### src/rtl/bit_decomposer.sv
// Splits a captured 32-bit word into one-hot elements, lowest set bit first,
// streamed over a valid/ready handshake with a done pulse at the end.
module bit_decomposer (
  input  logic        clock,
  input  logic        reset,
  input  logic        start,
  input  logic [31:0] data_in,
  output logic        busy,
  output logic        out_valid,
  input  logic        out_ready,
  output logic [4:0]  out_index,
  output logic [31:0] out_mask,
  output logic        out_last,
  output logic        done,
  output logic [5:0]  count
);

  typedef enum logic [1:0] {
    S_IDLE,
    S_SCAN,
    S_DONE
  } state_t;

  state_t      state;
  state_t      state_nx;
  logic [31:0] remaining;
  logic [31:0] remaining_nx;
  logic [5:0]  count_nx;
  logic [4:0]  lsb_idx;
  logic [31:0] lsb_mask;
  logic        single;
  logic        xfer;

  // Downward scan so the lowest set bit wins.
  always_comb begin
    lsb_idx = '0;
    for (int i = 31; i >= 0; i--) begin
      if (remaining[i]) lsb_idx = i[4:0];
    end
  end

  assign lsb_mask = 32'd1 << lsb_idx;
  assign single   = (remaining & (remaining - 32'd1)) == 32'd0;
  assign xfer     = (state == S_SCAN) && out_ready;

  always_ff @(posedge clock or posedge reset) begin
    if (reset) begin
      state     <= S_IDLE;
      remaining <= '0;
      count     <= '0;
    end else begin
      state     <= state_nx;
      remaining <= remaining_nx;
      count     <= count_nx;
    end
  end

  always_comb begin
    state_nx     = state;
    remaining_nx = remaining;
    count_nx     = count;
    unique case (state)
      S_IDLE: begin
        if (start) begin
          remaining_nx = data_in;
          count_nx     = '0;
          state_nx     = (data_in != 32'd0) ? S_SCAN : S_DONE;
        end
      end
      S_SCAN: begin
        if (xfer) begin
          remaining_nx = remaining & ~lsb_mask;
          count_nx     = count + 6'd1;
          if (single) state_nx = S_DONE;
        end
      end
      S_DONE: begin
        state_nx = S_IDLE;
      end
      default: begin
        state_nx = S_IDLE;
      end
    endcase
  end

  // Element fields are forced to zero outside SCAN.
  always_comb begin
    busy      = 1'b0;
    out_valid = 1'b0;
    out_index = '0;
    out_mask  = '0;
    out_last  = 1'b0;
    done      = 1'b0;
    unique case (state)
      S_SCAN: begin
        busy      = 1'b1;
        out_valid = 1'b1;
        out_index = lsb_idx;
        out_mask  = lsb_mask;
        out_last  = single;
      end
      S_DONE: begin
        busy = 1'b1;
        done = 1'b1;
      end
      default: begin
        busy = 1'b0;
      end
    endcase
  end

endmodule

### config.mk
export PLATFORM = sky130hd
export DESIGN_NAME = bit_decomposer
export DESIGN_NICKNAME = d
export VERILOG_FILES = /design/src/rtl/bit_decomposer.sv
export SDC_FILE = /design/constraint.sdc
export NUM_CORES = 1
export LEC_CHECK = 0
export CAP_MARGIN = 20
export CORE_MARGIN = 2
export CORE_UTILIZATION = 30
export DETAILED_ROUTE_END_ITERATION = 8
export DONT_BUFFER_PORTS = 1
export GPL_TIMING_DRIVEN = 0
export PLACE_DENSITY = 0.46
export SYNTH_ARGS = -nofsm -noshare
export SYNTH_HDL_FRONTEND = slang
export SYNTH_SLANG_ARGS = --single-unit
### constraint.sdc
create_clock -name clock -period 8.6 [get_ports clock]
set_input_delay 1.29 -clock clock [delete_from_list [all_inputs] [get_ports clock]]
set_output_delay 1.29 -clock clock [all_outputs]
set_load 0.02 [all_outputs]
==> results.cfg <==
[run_status]
outcome = finished, final reports clean

[clock_tree]
post_cts_resized = 0
clock_path_buffers = 2
postCtsSetupBuffers = 0
cts_root_buffer = clkbuf_8
cts_tree = built
cts_num_sinks = 40
cts_hold_buf = 0
clock_latency_ns = 0.30
path_clk_slew_ns = 0.09
cts.htree.levels = 2
cts_buffers = 5

[setup_path]
worstPathRequired_ns = 7.31
r2r_cells = 8
critPathKind = reg -> out
cp_max_fo = 9
crit_path_start_kind = flip-flop
crit_path_end_kind = primary output
critPathArrivalTime_ns = 3.41

[run]
drv_cap = 0

[route]
ant_nets = 0
wl_per_cell_um = 21.0
drc_errors = 0
drt_iter0_drc = 305
vias = 3125
first_pass_iters = 5
via_per_inst = 5.98
totalWireLength_um = 11000

[sta]
fmax_mhz = 213
relSlewSlack_pct = 42.4
finalSetupViolations = 0
fin_skew_ns = 0.00988
tightest_slew_ns = 0.860
fin_tns_setup_ns = 0
rsz0062_at_grt = no
drv_slew = 0
period_needed_ns = 4.70
finalCritPeriodShare_pct = 54.6
hold_viol_final = 0

[grt]
antenna_found_initial = 0
grt-ovfl-total = 0
first_global_vias = 2920
grt_max_degree = 30
grt_usage_pct = 19.7
grt_first_pass_wirelength_um = 16900

[logic_synthesis]
synthTopCellsByCount = nor2_1 (41), nor3_1 (41), dfrtp_1 (40), a21oi_1 (38), mux2i_1 (24)
synth_edf_count = 0
yosys_warnings = 0
synthTopCellsByArea = dfrtp_1 (33%), mux2i_1 (7.9%), nor3_1 (6.7%)
yosys.area.top_type_share_pct = 32.8
ys.flop_type = dfrtp_1
netlist_instances = 381
syn_nets = 421
synth_seq_area_share_pct = 32.8
syn-cell-area_um2 = 3050
avgSynthCellArea_um2 = 8.02
synthArstFlopShare_pct = 100
yosysUniqueCellTypes = 57
synth.largest_area_cell = dfrtp_1
ys_ff_latch = 40

[placed_design]
io_buffers = 0
dp.cells = 515
gp_congestion = 0.900
dp_hpwl_um = 8430

[layout]
finalNetCount = 429
final_cells = 523
drive_gt1_share_pct = 7.44
multi_input_area_um2 = 1900
syn_to_final_growth_pct = 9.46
fill_cells = 1103
seq_area_um2 = 1000
antenna_cells = 0

[pwr]
leakagePower_nw = 1.20
ir_drop_mv = 0.138
power_density_nw_per_um2 = 377

[floorplanning]
die_x_um = 105
core_area_um2 = 9820
io_pins = 83
die_h_um = 105
initial_utilization_pct = 31.1
rows = 36
fp.dieArea_um2 = 11000

[worst_hold_path]
hold_path_depth = 2
min_path_type = reg -> reg
==> critical path, stage by stage (launching register included) <==
cell	delay, ns
dfrtp_1	0.48
or4_4	0.62
nor4_4	0.56
nand4_1	0.19
a2111oi_2	0.39
nand4_1	0.22
or2_1	0.31
nor2_1	0.34
==> per-stage QoR <==
| stage | setup WS [ns] | total power (W) | util (%) | hold slack, ns | cell area [um2] |
|---|---|---|---|---|---|
| after floorplan | 4.62 | 0.000898 | - | 0.551 | 3050 |
| after global placement | 4.28 | 0.00110 | 32.8 | 0.589 | 3220 |
| after detailed placement | 4.27 | 0.00111 | 33.1 | 0.596 | 3250 |
| after CTS | 3.93 | 0.00125 | 34.0 | 0.610 | 3340 |
| after global routing | 3.63 | 0.00135 | 34.0 | 0.647 | 3340 |
| final | 3.90 | 0.00126 | 34.0 | 0.607 | 3340 |
==> area by class of cell <==
cell class                      count  area share [%]
Multi-Input combinational cell    306            56.9
Sequential cell                    40            29.9
Tap cell                          133            4.98
Buffer                             19            2.84
Clock buffer                        6            2.47
Inverter                           16            1.80
Timing Repair Buffer                1           0.599
Clock inverter                      2           0.449
==> sequential cells by signal, indices dropped and copies added (netlist names) <==
name,count
count,6
remaining,32
state,2
==> report_power, final <==
part           switching (W)  internal [W]  total [W]
sequential          0.000140      0.000271   0.000410
clock              0.0000740     0.0000651   0.000139
combinational       0.000470      0.000241   0.000711
==> per-layer routing <==
| metal | vias to the layer above | global-route usage [%] | wire (um) | share of wire, % |
|---|---|---|---|---|
| met1 | 1545 | 28.2 | 5220 | 48 |
| met2 | 104 | 30.0 | 4880 | 44 |
| met3 | 13 | 4.49 | 715 | 6.5 |
| li1 | 1463 | - | - | - |
| met4 | 0 | 4.76 | 163 | 1.5 |
| met5 | - | 0 | 0 | 0 |
==> final timing paths <==
kind,start,to,slack (ns)
setup / recovery,remaining[0],out_last,3.90
hold / removal,remaining[15],remaining[15],0.61
setup reg to reg,remaining[24],remaining[26],5.47
hold reg to reg,remaining[15],remaining[15],0.61
max in group asynchronous,reset,remaining[14],7.33
min in group asynchronous,reset,count[0],0.82
==> kinds of logic (layout without fill, tap and decap cells) <==
| group | after synthesis | count (layout) | synth area share [%] |
|---|---|---|---|
| xor+xnor | 3 | 3 | 0.860 |
| simple gates | 166 | 166 | 28.6 |
| fa+ha+maj | 4 | 4 | 1.64 |
| compound gates | 109 | 109 | 23.2 |
| buf+inv | 35 | 44 | 5.08 |
| flops | 40 | 40 | 32.8 |
| mux | 24 | 24 | 7.87 |
==> cell usage in the layout (no fill, tap or decap), types with 4 or more instances in the layout <==
master    Yosys  routed
nor2_1       41      41
nor3_1       41      40
dfrtp_1      40      40
a21oi_1      38      38
mux2i_1      24      24
nand2_1      21      21
o21ai_0      20      20
nor4_1       17      17
clkbuf_1     15      15
inv_1        16      15
nand4_1       7       7
clkbuf_8      0       6
nand2b_1      5       5
nor2b_1       5       5
or4_1         5       5
nand3_1       5       5
o21a_1        5       5
o31ai_1       4       4
or3_1         4       4
a221oi_1      4       4
ha_1          4       4
(Power assumes the default switching activity.)
